==> config.mk <==
export PLATFORM = sky130hd
export DESIGN_NAME = spi_tx_arbiter
export DESIGN_NICKNAME = d
export VERILOG_FILES = /design/src/rtl/spi_tx_arbiter.sv
export SDC_FILE = /design/constraint.sdc
export NUM_CORES = 1
export LEC_CHECK = 0
export CORE_ASPECT_RATIO = 1.25
export CORE_MARGIN = 3
export CORE_UTILIZATION = 46
export DETAILED_ROUTE_END_ITERATION = 10
export PLACE_DENSITY_LB_ADDON = 0.08
export SYNTH_ARGS = -nofsm -noshare
export SYNTH_HDL_FRONTEND = slang
export SYNTH_SLANG_ARGS = --single-unit
==> constraint.sdc <==
create_clock -name clk_100 -period 3.3 [get_ports clk_100]
set_clock_uncertainty 0.05 [all_clocks]
set_input_delay 0.33 -clock clk_100 [delete_from_list [all_inputs] [get_ports clk_100]]
set_output_delay 0.33 -clock clk_100 [all_outputs]
set_load 0.01 [all_outputs]
==> src/rtl/spi_tx_arbiter.sv <==
// spi_tx_arbiter: shares one SPI transmitter between P_NUM_REQ frame sources.
// Round-robin arbitration by default; defining SPI_ARB_FIXED_PRIO_EN switches
// to fixed priority (lowest index wins). The winning frame is latched and
// offered to the transmitter, its busy phase is tracked (with a timeout on
// the busy edge), and an idle gap is enforced before the next grant.
// The frame width defaults to 8 bits to match the system frame format.
module spi_tx_arbiter #(
    parameter int P_NUM_REQ    = 4,
    parameter int P_WIDTH      = 8,
    parameter int P_GAP_CYCLES = 8,
    parameter int P_BUSY_TO    = 64
) (
    input  logic                           clk_100,
    input  logic                           s_rst,
    input  logic [P_NUM_REQ-1:0]           req_valid,
    input  logic [P_NUM_REQ*P_WIDTH-1:0]   req_data,
    output logic [P_NUM_REQ-1:0]           req_ready,
    input  logic                           tx_ready,
    output logic                           tx_valid,
    output logic [P_WIDTH-1:0]             tx_data,
    output logic [$clog2(P_NUM_REQ)-1:0]   grant_id,
    output logic                           busy,
    output logic                           frame_done,
    output logic                           tx_timeout
);

    localparam int GW      = $clog2(P_NUM_REQ);
    localparam int CNT_MAX = (P_GAP_CYCLES > P_BUSY_TO) ? P_GAP_CYCLES : P_BUSY_TO;
    localparam int CNT_W   = (CNT_MAX < 1) ? 1 : $clog2(CNT_MAX + 1);
    localparam logic [CNT_W-1:0] BUSY_LAST = CNT_W'(P_BUSY_TO - 1);
    localparam logic [CNT_W-1:0] GAP_LAST  = CNT_W'((P_GAP_CYCLES > 0) ? (P_GAP_CYCLES - 1) : 0);

    typedef enum logic [2:0] {
        ST_IDLE      = 3'd0,
        ST_OFFER     = 3'd1,
        ST_WAIT_BUSY = 3'd2,
        ST_WAIT_DONE = 3'd3,
        ST_GAP       = 3'd4
    } state_t;

    state_t               state_r;
    state_t               state_nxt_s;
    logic [CNT_W-1:0]     cnt_r;
    logic [GW-1:0]        base_s;
    logic [GW-1:0]        winner_s;
    logic                 any_valid_s;
    logic                 accept_s;
    logic                 done_s;
    logic                 timeout_s;
    logic [P_WIDTH-1:0]   sel_frame_s;

    // Index base+offset wrapped into 0..P_NUM_REQ-1.
    function automatic logic [GW-1:0] wrap_idx(input logic [GW-1:0] base, input int offset);
        int sum_v;
        sum_v = int'(base) + offset;
        return (sum_v >= P_NUM_REQ) ? GW'(sum_v - P_NUM_REQ) : GW'(sum_v);
    endfunction

`ifdef SPI_ARB_FIXED_PRIO_EN
    assign base_s = {GW{1'b0}};
`else
    logic [GW-1:0] last_r;

    assign base_s = wrap_idx(last_r, 1);

    // Round-robin pointer: remembers the most recent winner.
    always_ff @(posedge clk_100) begin
        if (s_rst) begin
            last_r <= GW'(P_NUM_REQ - 1);
        end else if (accept_s) begin
            last_r <= winner_s;
        end
    end
`endif

    // Winner search: scan downwards so the entry closest to base_s wins last.
    always_comb begin
        winner_s    = {GW{1'b0}};
        any_valid_s = 1'b0;
        for (int k = P_NUM_REQ - 1; k >= 0; k--) begin
            if (req_valid[wrap_idx(base_s, k)]) begin
                winner_s    = wrap_idx(base_s, k);
                any_valid_s = 1'b1;
            end else begin
                winner_s    = winner_s;
                any_valid_s = any_valid_s;
            end
        end
    end

    assign accept_s    = (state_r == ST_IDLE) && any_valid_s;
    assign sel_frame_s = req_data[int'(winner_s)*P_WIDTH +: P_WIDTH];

    // Accept strobe is combinational so a transfer completes in the IDLE cycle.
    always_comb begin
        if (accept_s) begin
            req_ready = {{(P_NUM_REQ-1){1'b0}}, 1'b1} << winner_s;
        end else begin
            req_ready = {P_NUM_REQ{1'b0}};
        end
    end

    // Next-state logic plus the completion/timeout events.
    always_comb begin
        state_nxt_s = state_r;
        done_s      = 1'b0;
        timeout_s   = 1'b0;
        case (state_r)
            ST_IDLE: begin
                if (any_valid_s) begin
                    state_nxt_s = ST_OFFER;
                end else begin
                    state_nxt_s = ST_IDLE;
                end
            end
            ST_OFFER: begin
                if (tx_ready) begin
                    state_nxt_s = ST_WAIT_BUSY;
                end else begin
                    state_nxt_s = ST_OFFER;
                end
            end
            ST_WAIT_BUSY: begin
                if (!tx_ready) begin
                    state_nxt_s = ST_WAIT_DONE;
                end else if (cnt_r == BUSY_LAST) begin
                    timeout_s = 1'b1;
                    if (P_GAP_CYCLES == 0) begin
                        state_nxt_s = ST_IDLE;
                    end else begin
                        state_nxt_s = ST_GAP;
                    end
                end else begin
                    state_nxt_s = ST_WAIT_BUSY;
                end
            end
            ST_WAIT_DONE: begin
                if (tx_ready) begin
                    done_s = 1'b1;
                    if (P_GAP_CYCLES == 0) begin
                        state_nxt_s = ST_IDLE;
                    end else begin
                        state_nxt_s = ST_GAP;
                    end
                end else begin
                    state_nxt_s = ST_WAIT_DONE;
                end
            end
            ST_GAP: begin
                if (cnt_r == GAP_LAST) begin
                    state_nxt_s = ST_IDLE;
                end else begin
                    state_nxt_s = ST_GAP;
                end
            end
            default: begin
                state_nxt_s = ST_IDLE;
            end
        endcase
    end

    // Shared cycle counter: cleared on every state change, counts only in
    // the timed states, which exit at their terminal count so it never wraps.
    always_ff @(posedge clk_100) begin
        if (s_rst) begin
            cnt_r <= {CNT_W{1'b0}};
        end else if (state_nxt_s != state_r) begin
            cnt_r <= {CNT_W{1'b0}};
        end else if ((state_r == ST_WAIT_BUSY) || (state_r == ST_GAP)) begin
            cnt_r <= cnt_r + CNT_W'(1'b1);
        end
    end

    // State register and registered outputs derived from the next state.
    always_ff @(posedge clk_100) begin
        if (s_rst) begin
            state_r    <= ST_IDLE;
            tx_valid   <= 1'b0;
            tx_data    <= {P_WIDTH{1'b0}};
            grant_id   <= {GW{1'b0}};
            busy       <= 1'b0;
            frame_done <= 1'b0;
            tx_timeout <= 1'b0;
        end else begin
            state_r    <= state_nxt_s;
            tx_valid   <= (state_nxt_s == ST_OFFER);
            busy       <= (state_nxt_s != ST_IDLE);
            frame_done <= done_s;
            tx_timeout <= timeout_s;
            if (accept_s) begin
                tx_data  <= sel_frame_s;
                grant_id <= winner_s;
            end
        end
    end

endmodule
Word level (Yosys, flattened, before mapping)
Index checks and enable logic that the tools add are counted.

Register bits: 26. Input bits: 39. Output and inout port bits: 18.

Add/sub/neg operators: 10. $lt $le $gt $ge: 9. Equality and inequality tests: 8. Shift-type cells: 2. Muxes and demuxes: 31. Bitwise gates (word level): 3. Reductions and logical operators: 7.

Operator list (number): $shiftx A32 B6 Y8 (1); $mux W2 (10); $pmux W3 S5 (1); $ge A3 B3 Y1 const B (4); $lt A2 B3 Y1 const B (4); $mux W3 (4); $mux W1 (11); $sub A2 B1 Y2 const B (5); $bmux W1 S2 (4); $add A7 B1 Y7 const B (1); $eq A7 B3 Y1 const B (1); $eq A7 B6 Y1 const B (1); $add A2 B1 Y3 const B (2); $add A2 B2 Y3 const B (2); $eq A3 B1 Y1 const B (2); $eq A3 B2 Y1 const B (2); $mux W4 (1); $reduce_or A2 Y1 (2); $shl A1 B2 Y4 const A (1); $eq A3 B3 Y1 const B (1); $ge A2 B3 Y1 const B (1); $logic_not A3 Y1 (1); $ne A3 B3 Y1 (1); $not A1 Y1 (3); other kinds (4) (4).

Longest topological paths before layout
Gate-level depths: netlist of run 1.

Depth after elaboration: 16. Gate-level depth with buffers: 7. Gate-level depth less buffers: 6.

Worst setup path before layout of run 1
Ideal clock, no wire load.

Kind: reg2out. From: register state_r[1]. To: output req_ready[1]. Data arrival time: 1366 ps. Data required time: 2920 ps. Path slack: 1554 ps. Stages on the path, launching flop included: 6. Buffers on the path: 2. Cell sequence: dfxtp_1 -> clkbuf_1 -> nor2_1 -> nand2_1 -> clkbuf_1 -> nor3b_1.

Cells in the longest elaborated chain, start to end: 3.

RTL lines: from (decl) (line 41) `state_t state_r;`; from (signal assigned) (line 185) `state_r <= state_nxt_s;`; $logic_not A3 Y1 (line 91) `assign accept_s = (state_r == ST_IDLE) && any_valid_s;`; $logic_and A1 B1 Y1 (line 91); $mux W4 (line 96) `if (accept_s) begin`; to (decl) (line 17) `output logic [P_NUM_REQ-1:0] req_ready,`.

No other way between the ends.

Worst setup path in the final report of run 1
From: input req_valid[3]. To: output req_ready[1].

Cells in the longest elaborated chain, start to end: 8. Elaborated cells on any way between the ends: 19. Those cells by class: shift: 1; mux: 17; reduce/logical: 1.

RTL lines: from (decl) (line 15) `input logic [P_NUM_REQ-1:0] req_valid,`; $bmux W1 S2 (line 81) `if (req_valid[wrap_idx(base_s, k)]) begin`; $mux W1 (not written as such) (line 81); $mux W2 / $mux W1 (equally long branches) (4 in series) (line 81); $shl A1 B2 Y4 / $logic_and A1 B1 Y1 (equally long branches) (line 97, 91); $mux W4 (*) (line 96).

Every way passes the cells marked *; elsewhere a longest branch is shown, timed or not. The select of a mux whose other input is x is not followed.

==> impl_metrics.json, run 1 <==
{
  "io_buffers": 56,
  "pwr-share-seq_pct": 42.5,
  "r2r-end": "tx_data[4]",
  "regToRegSetupSlack_ns": 1.29,
  "syn-cell-area_sq_um": 1425,
  "rsz0062_at_grt": "false",
  "detail_route.iter0.violations": 57,
  "power.internal_uw": 619.0,
  "crit_path_max_fanout": 13,
  "grt_pass1_vias": 1388,
  "critPathCaptureType": "output pin",
  "grt_use_total_pct": 19.42,
  "areaGrowthSynthToFinish_pct": 43.20,
  "cts_root_buffer": "clkbuf_4",
  "crit_type": "in2out",
  "fmax_mhz": 332.3,
  "dp_hpwl_um": 2758,
  "drcViolationCount": 0,
  "fin_setup_tns_ns": 0,
  "synthDistinctLibCells": 38,
  "worstPathArrival_ns": 2.63,
  "cap_viol_max_count": 0,
  "antenna_left": 0,
  "p_clk_share_pct": 25.4,
  "min_period_over_period_pct": 91.20,
  "r2r_start": "last_r[0]",
  "clock_latency_ns": 0.31,
  "relSlewSlack_pct": 31.92,
  "cellPowerDensity_nw_per_um2": 415.6,
  "grt-ovfl-total": 0,
  "dr.pass1.iters": 4,
  "wl_per_cell_um": 14.18,
  "grt_pass1_wl_um": 6016,
  "ios": 57,
  "swShare_pct": 27.01,
  "cts_sinks": 26,
  "setup_viol": 0,
  "final_core_util_pct": 72.59,
  "postCtsHoldBufs": 0,
  "core_area_sq_um": 2811,
  "path_clk_slew_ns": 0.14,
  "grt_max_degree": 16,
  "ys_warn_count": 0,
  "cts_max_path_buffers": 2,
  "routed_wl_um": 3573,
  "fp.dieH_um": 68.23,
  "worst_hold_path.num_cells": 2,
  "dieWidth_um": 55.79,
  "numCtsBuffers": 3,
  "drv_slew": 0,
  "fp.dieArea_sq_um": 3806,
  "p_switching_uw": 229.0,
  "p_comb_share_pct": 32.1,
  "status": "completed",
  "dp_slack_ns": 0.2953,
  "avgViaCountPerCell": 5.567,
  "cp.required_ns": 2.92,
  "cts-htree-levels": 1,
  "vias": 1403,
  "ys_seq_area_share_pct": 36.52,
  "worstMarginPinSlew_ns": 1.020,
  "postCtsSetupBuffers": 0,
  "leakage_nw": 0.7559,
  "worst_hold_startpoint": "tx_data[0]",
  "row_count": 21,
  "layout.nets": 259,
  "ys_seq_elements": 26,
  "start_kind": "input port",
  "fin_ws_ns": 0.2904,
  "rr_worst_depth": 6,
  "ir_worst_vdd_uv": 321.7,
  "cts_tree": "done",
  "hp-class": "reg2reg",
  "diodes": 0,
  "syn-num-nets": 204,
  "gp_congestion": 0.7588,
  "initial_utilization_pct": 50.69,
  "drive_gt1_share_pct": 7.798,
  "cts_resized": 0,
  "postSynthAreaPerCell_sq_um": 8.690,
  "syn_inst": 164,
  "setup.worst_path.start": "req_valid[3]",
  "period_needed_ns": 3.010,
  "final_hold_viol_count": 0,
  "hold_end": "tx_data[0]",
  "antenna_found_initial": 0
}
-- per-layer routing --
metal	track usage (%)	up-vias	share of wire [%]
met5	0	-	0
met3	5.283	2	7.2
li1	-	700	-
met2	37.28	46	53
met1	21.78	655	39
met4	3.343	0	0.36
-- how the worst max path moves through the flow --
| stage | end | slack [ns] | cells past startpoint |
|---|---|---|---|
| detailed placement | req_ready[1] | 0.30 | 5 |
| finish | req_ready[1] | 0.29 | 5 |
| floorplan | req_ready[1] | 1.55 | 5 |
| global placement | req_ready[1] | 0.34 | 5 |
| CTS | req_ready[1] | 0.27 | 5 |
| global route | req_ready[1] | 0.17 | 5 |
-- critical path, stage by stage --
cell and delay [ns]:
clkdlybuf4s50_1 0.55, nor2_1 0.09, o311ai_2 0.83, nor3b_1 0.26, clkdlybuf4s50_1 0.56
-- cells in the mapped netlist, drive strengths merged --
| master | number | share of area (%) |
|---|---|---|
| o21a | 1 | 0.53 |
| o41ai | 1 | 0.61 |
| a21o | 2 | 1.1 |
| o21ai | 17 | 6.0 |
| o311ai | 1 | 1.1 |
| clkbuf | 5 | 1.3 |
| o221a | 1 | 0.79 |
| nand2 | 12 | 3.2 |
| inv | 4 | 1.1 |
| or4 | 1 | 0.53 |
| nor3 | 3 | 1.1 |
| or2 | 1 | 0.44 |
| nand3b | 1 | 0.53 |
| nand3 | 11 | 3.9 |
| o211ai | 1 | 0.53 |
| xor2 | 4 | 2.5 |
| ha | 1 | 0.88 |
| a21boi | 1 | 0.53 |
| and3 | 1 | 0.44 |
| a21oi | 7 | 2.5 |
| nor3b | 1 | 0.53 |
| nor2b | 2 | 0.88 |
| o221ai | 1 | 0.61 |
| nor4 | 4 | 1.8 |
| nor2 | 17 | 4.5 |
| xnor2 | 3 | 1.8 |
| o2111ai | 1 | 1.1 |
| buf | 3 | 2.5 |
| mux2i | 16 | 11 |
| nand4 | 2 | 0.88 |
| nand2b | 2 | 0.88 |
| mux2 | 8 | 6.3 |
| dfxtp | 26 | 37 |
| and2b | 1 | 0.53 |
| nand4b | 1 | 0.61 |
-- power groups by stage --
stage	registers, mW	clock network, mW	logic [mW]
6_report	0.361	0.215	0.273
5_1_grt	0.364	0.233	0.296
4_1_cts	0.360	0.221	0.275
3_5_place_dp	0.367	0	0.272
3_3_place_gp	0.366	0	0.267
2_1_floorplan	0.370	0	0.152
-- cells in the final DEF (no fill, tap or decap), drive strengths merged, types with 7 or more instances in the layout --
cell type | netlist | layout
mux2i | 16 | 16
a21oi | 7 | 7
nand3 | 11 | 11
mux2 | 8 | 8
clkdlybuf4s50 | 0 | 56
nand2 | 12 | 12
nor2 | 17 | 17
dfxtp | 26 | 26
o21ai | 17 | 17
-- registers in the layout, summed over array words and instances, names as in the netlist --
signal	flops
state_r	3
last_r	2
frame_done	1
grant_id	2
tx_data	8
tx_valid	1
busy	1
cnt_r	7
tx_timeout	1
-- area by class of cell --
cell class                      instances  area (sq um)
Fill cell                             217         770.7
Tap cell                               34         42.54
Timing Repair Buffer                   58         575.6
Inverter                                4         15.01
Sequential cell                        26         520.5
Clock buffer                            3         22.52
Clock inverter                          1         30.03
Multi-Input combinational cell        126         834.6
-- kinds of logic (layout without fill, tap and decap cells) --
group                    after synthesis  after routing  synth area share, %
AO/OA/AOI/OAI                         34             34                15.28
XOR/XNOR                               7              7                4.302
adder cells (fa/ha/maj)                1              1               0.8778
buffers and inverters                 12             66                4.916
flip-flops                            26             26                36.52
AND/OR/NAND/NOR                       60             60                20.54
multiplexers                          24             24                17.56
-- through the flow --
step	area, sq um	total power [mW]	hold slack (ns)	cells
after floorplan	1425	0.5218	0.3491	164
after global placement	1988	0.6330	0.3929	248
after detailed placement	1988	0.6389	0.4087	248
after CTS	2041	0.8557	0.4278	252
after global routing	2041	0.8921	0.4463	252
final	2041	0.8481	0.4280	252
Power figures use the tool's default switching activity.
==> run 2, diff against run 1 <==
Settings changed: SETUP_SLACK_MARGIN from default to 0.4.
==> run 2 against run 1 <==
Net effect:
- worst hold slack barely moved
- sequential cell count did not move
- die area did not move
- sequential share of layout area fell by 0.20 points
- sequential power barely moved
- power rose by 0.53%
- cell count did not move
- critical path type unchanged
- largest cell class unchanged
- largest power group unchanged
- highest routed layer unchanged
==> impl_metrics.json, run 2 (synthesized netlist as in run 1, its figures left out) <==
{
  "register_area_sq_um": 520.5,
  "worst_hold_startpoint": "tx_data[1]",
  "initial_utilization_pct": 50.69,
  "detail_route.iter0.violations": 52,
  "largest_register": "tx_data",
  "cellPowerDensity_nw_per_um2": 414.5,
  "final_hold_viol_count": 0,
  "regToRegSetupSlack_ns": 1.35,
  "ir_worst_vdd_uv": 322.1,
  "gp_congestion": 0.7588,
  "clock_latency_ns": 0.31,
  "worstMarginPinSlew_ns": 0.6759,
  "fp.dieH_um": 68.23,
  "leakage_nw": 0.7615,
  "crit_path_max_fanout": 13,
  "grt_pass1_wl_um": 6003,
  "fmax_mhz": 365.0,
  "setup_viol": 0,
  "fin_setup_tns_ns": 0,
  "ios": 57,
  "largest_reg_flops": 8,
  "postCtsHoldBufs": 0,
  "cts_resized": 1,
  "dr.pass1.iters": 4,
  "start_kind": "input port",
  "wl_per_cell_um": 14.19,
  "cap_viol_max_count": 0,
  "setup.worst_path.start": "req_valid[3]",
  "path_clk_slew_ns": 0.14,
  "areaGrowthSynthToFinish_pct": 44.34,
  "row_count": 21,
  "mostFrequentLayoutCell": "clkdlybuf4s50_1",
  "layout_common_cells": "clkdlybuf4s50_1 (56), dfxtp_1 (26), nor2_1 (17)",
  "nFillCells": 217,
  "core_area_sq_um": 2811,
  "min_period_over_period_pct": 83.02,
  "r2r_start": "cnt_r[0]",
  "io_buffers": 56,
  "antenna_found_initial": 0,
  "routed_wl_um": 3576,
  "grt-ovfl-total": 0,
  "grt_pass1_vias": 1396,
  "drcViolationCount": 0,
  "biggestRegsByFlops": "tx_data: 8 flops, cnt_r: 7 flops, state_r: 3 flops",
  "dp_slack_ns": 0.2953,
  "fp.dieArea_sq_um": 3806,
  "cts_max_path_buffers": 2,
  "numCtsBuffers": 3,
  "drv_slew": 0,
  "cts_root_buffer": "clkbuf_4",
  "status": "completed",
  "rr_worst_depth": 6,
  "postCtsSetupBuffers": 0,
  "dieWidth_um": 55.79,
  "relSlewSlack_pct": 54.52,
  "fin_ws_ns": 0.5605,
  "cp.required_ns": 2.92,
  "critPathCaptureType": "output pin",
  "diodes": 0,
  "total_power_uw": 852.6,
  "cts_tree": "done",
  "whs_ns": 0.4278,
  "worst_hold_path.num_cells": 2,
  "drive_gt1_share_pct": 8.716,
  "worstPathArrival_ns": 2.36,
  "cts_sinks": 26,
  "grt_use_total_pct": 19.42,
  "crit_type": "in2out",
  "hp-class": "reg2reg",
  "r2r-end": "cnt_r[0]",
  "rsz0062_at_grt": "false",
  "avgViaCountPerCell": 5.583,
  "period_needed_ns": 2.740,
  "antenna_left": 0,
  "cts-htree-levels": 1,
  "multi_input_comb_area_sq_um": 850.8,
  "vias": 1407,
  "dp_hpwl_um": 2758,
  "crit_end": "req_ready[1]",
  "grt_max_degree": 16,
  "layout.nets": 259
}
## run 2: changes by cell type in the layout (fill, tap and decap cells not counted)
cell      change
o221a_1       -1
o311ai_4      +1
o221a_2       +1
nor4_1        -1
o311ai_2      -1
nor4_2        +1
## run 2: how the worst min path moves through the flow
stage | end | slack [ns]
floorplan | grant_id[1] | 0.35
global placement | grant_id[1] | 0.39
detailed placement | tx_data[3] | 0.41
CTS | tx_data[3] | 0.43
global route | tx_data[3] | 0.45
finish | tx_data[1] | 0.43
## run 2: worst max-delay path, cell delays in order
cell and delay (ns):
clkdlybuf4s50_1 0.55, nor2_1 0.10, o311ai_4 0.57, nor3b_1 0.25, clkdlybuf4s50_1 0.56
## run 2: final cells by class
type | instances | area share (%)
flip-flops and latches | 26 | 25.30
multi-input cells | 126 | 41.36
inverters | 4 | 0.7299
clock buffers | 3 | 1.095
well taps | 34 | 2.068
clock inverters | 1 | 1.460
repair buffers | 58 | 27.98
## run 2: metrics by stage
step / instance area, sq um / utilization (%) / std cells
final: 2057 / 73.16 / 252
after global routing: 2057 / 73.16 / 252
after CTS: 2051 / 72.94 / 252
after detailed placement: 1988 / 70.72 / 248
after global placement: 1988 / 70.72 / 248
after floorplan: 1425 / - / 164
## run 2: where the power goes
part | switching (mW) | total [mW] | internal [mW]
sequential | 0.0204 | 0.361 | 0.341
combinational | 0.118 | 0.277 | 0.158
clock | 0.0923 | 0.215 | 0.123
total | 0.231 | 0.853 | 0.622
## run 2: routing by layer
layer | global-route usage, % | routed length [um]
met5 | 0 | 0
met4 | 3.951 | 17
met3 | 5.283 | 266
met2 | 37.13 | 1883
met1 | 21.66 | 1408
==> run 3, diff against run 2 <==
Settings changed: CORE_UTILIZATION 46 to 43.
Clock period 3.3 ns to 2.79 ns, I/O delays scaled along.
==> run 3 against run 2 <==
Net effect:
- critical path depth unchanged
- clock power is 29% lower
- global-route usage is 0.20 points higher
- worst hold slack got worse by 0.012 ns
==> impl_metrics.json, run 3 (synthesized netlist as in run 1, its figures left out) <==
{
  "r2r-end": "cnt_r[2]",
  "worstPathArrival_ns": 1.82,
  "numCtsBuffers": 3,
  "drv_slew": 0,
  "worstMarginPinSlew_ns": 0.4063,
  "nFillCells": 248,
  "wl_per_cell_um": 14.85,
  "diodes": 0,
  "grt_max_degree": 14,
  "ir_worst_vdd_uv": 343.9,
  "areaGrowthSynthToFinish_pct": 46.97,
  "worst_hold_path.num_cells": 2,
  "grt_pass1_vias": 1427,
  "drive_gt1_share_pct": 13.39,
  "postCtsHoldBufs": 0,
  "hp-class": "reg2reg",
  "cap_viol_max_count": 0,
  "gp_congestion": 0.8614,
  "avgViaCountPerCell": 5.500,
  "initial_utilization_pct": 46.64,
  "antenna_left": 0,
  "setup.worst_path.start": "last_r[0]",
  "cellPowerDensity_nw_per_um2": 444.6,
  "critPathCaptureType": "output pin",
  "fmax_mhz": 465.8,
  "vias": 1430,
  "fin_cells": 260,
  "whs_ns": 0.4156,
  "final_core_util_pct": 68.55,
  "cp.required_ns": 2.46,
  "grt_pass1_wl_um": 6341,
  "place_inst": 252,
  "regToRegSetupSlack_ns": 0.87,
  "fin_setup_tns_ns": 0,
  "crit_type": "reg2out",
  "ios": 57,
  "routed_wl_um": 3862,
  "antenna_found_initial": 0,
  "crit_path_max_fanout": 7,
  "row_count": 22,
  "core_area_sq_um": 3055,
  "largest_register": "tx_data",
  "final_hold_viol_count": 0,
  "rsz0062_at_grt": "false",
  "cts-htree-levels": 1,
  "r2r_start": "cnt_r[0]",
  "grt-ovfl-total": 0,
  "fin_ws_ns": 0.6431,
  "cts_max_path_buffers": 2,
  "grt_use_total_pct": 19.62,
  "relSlewSlack_pct": 72.91,
  "rr_worst_depth": 6,
  "cts_root_buffer": "clkbuf_4",
  "layout_common_cells": "clkdlybuf4s50_1 (48), dfxtp_1 (24), nor2_1 (16), mux2i_1 (16), nand2_1 (12)",
  "fp.dieH_um": 70.37,
  "biggestRegsByFlops": "tx_data: 8 flops, cnt_r: 7 flops, state_r: 3 flops",
  "io_buffers": 56,
  "path_clk_slew_ns": 0.13,
  "min_period_over_period_pct": 76.95,
  "cts_tree": "done",
  "dr.pass1.iters": 4,
  "cts_sinks": 26,
  "leakage_nw": 0.8310,
  "clock_latency_ns": 0.32,
  "drcViolationCount": 0,
  "layout.nets": 266,
  "dp_slack_ns": 0.1238,
  "dieWidth_um": 57.49,
  "dp_hpwl_um": 3091,
  "start_kind": "flip-flop",
  "setup_viol": 0,
  "hold_end": "tx_data[5]",
  "largest_reg_flops": 8,
  "fp.dieArea_sq_um": 4045,
  "status": "completed",
  "worst_hold_startpoint": "tx_data[5]",
  "mostFrequentLayoutCell": "clkdlybuf4s50_1",
  "period_needed_ns": 2.147,
  "detail_route.iter0.violations": 51
}
run 3: worst max-delay path by stage:
stage                               to  depth (start not counted)  slack (ns)
final                     req_ready[0]                          5        0.64
after global routing      req_ready[0]                          5        0.51
after CTS                 req_ready[1]                          4        0.43
after detailed placement  req_ready[1]                          5        0.12
after global placement    req_ready[1]                          5        0.16
after floorplan           req_ready[1]                          5        1.09
run 3: where the power goes:
group	leakage, nW	switching [mW]	internal [mW]	total [mW]
Sequential	0.214	0.0238	0.403	0.427
Combinational	0.603	0.150	0.202	0.352
Clock	0.0138	0.102	0.0505	0.152
run 3: per-layer routing:
layer  vias up  part of all wire [%]  global-route usage (%)
li1        708                     -                       -
met1       660                    42                   23.48
met2        56                    50                   33.67
met3         6                   6.8                   3.882
met4         0                   1.4                   7.474
met5         -                     0                       0
run 3: worst max-delay path, cell delays in order (launching register included):
cell,delay (ns)
dfxtp_1,0.39
and2b_1,0.21
o21ai_2,0.19
o311ai_4,0.17
nor3_1,0.24
dlygate4sd2_1,0.30
run 3: metrics by stage:
stage | total power [mW] | area (sq um)
after global routing | 0.9896 | 2095
after floorplan | 0.6172 | 1425
after detailed placement | 0.7697 | 2006
after CTS | 0.9392 | 2085
after global placement | 0.7578 | 2006
final | 0.9312 | 2095
run 3: repair_timing:
action | 4_1_cts | 5_1_grt
gates resized for setup | 12 | 5
pin swaps | 3 | 0
setup buffers | 5 | 0
endpoints found under the setup margin | 4 | 2
run 3: area by class of cell:
| type | count | area, sq um | area share, % |
|---|---|---|---|
| multi-input cells | 126 | 863.3 | 41.22 |
| repair buffers | 65 | 625.6 | 29.87 |
| flip-flops and latches | 26 | 523.0 | 24.97 |
| well taps | 36 | 45.04 | 2.151 |
| clock buffers | 3 | 22.52 | 1.075 |
| inverters | 4 | 15.01 | 0.7168 |
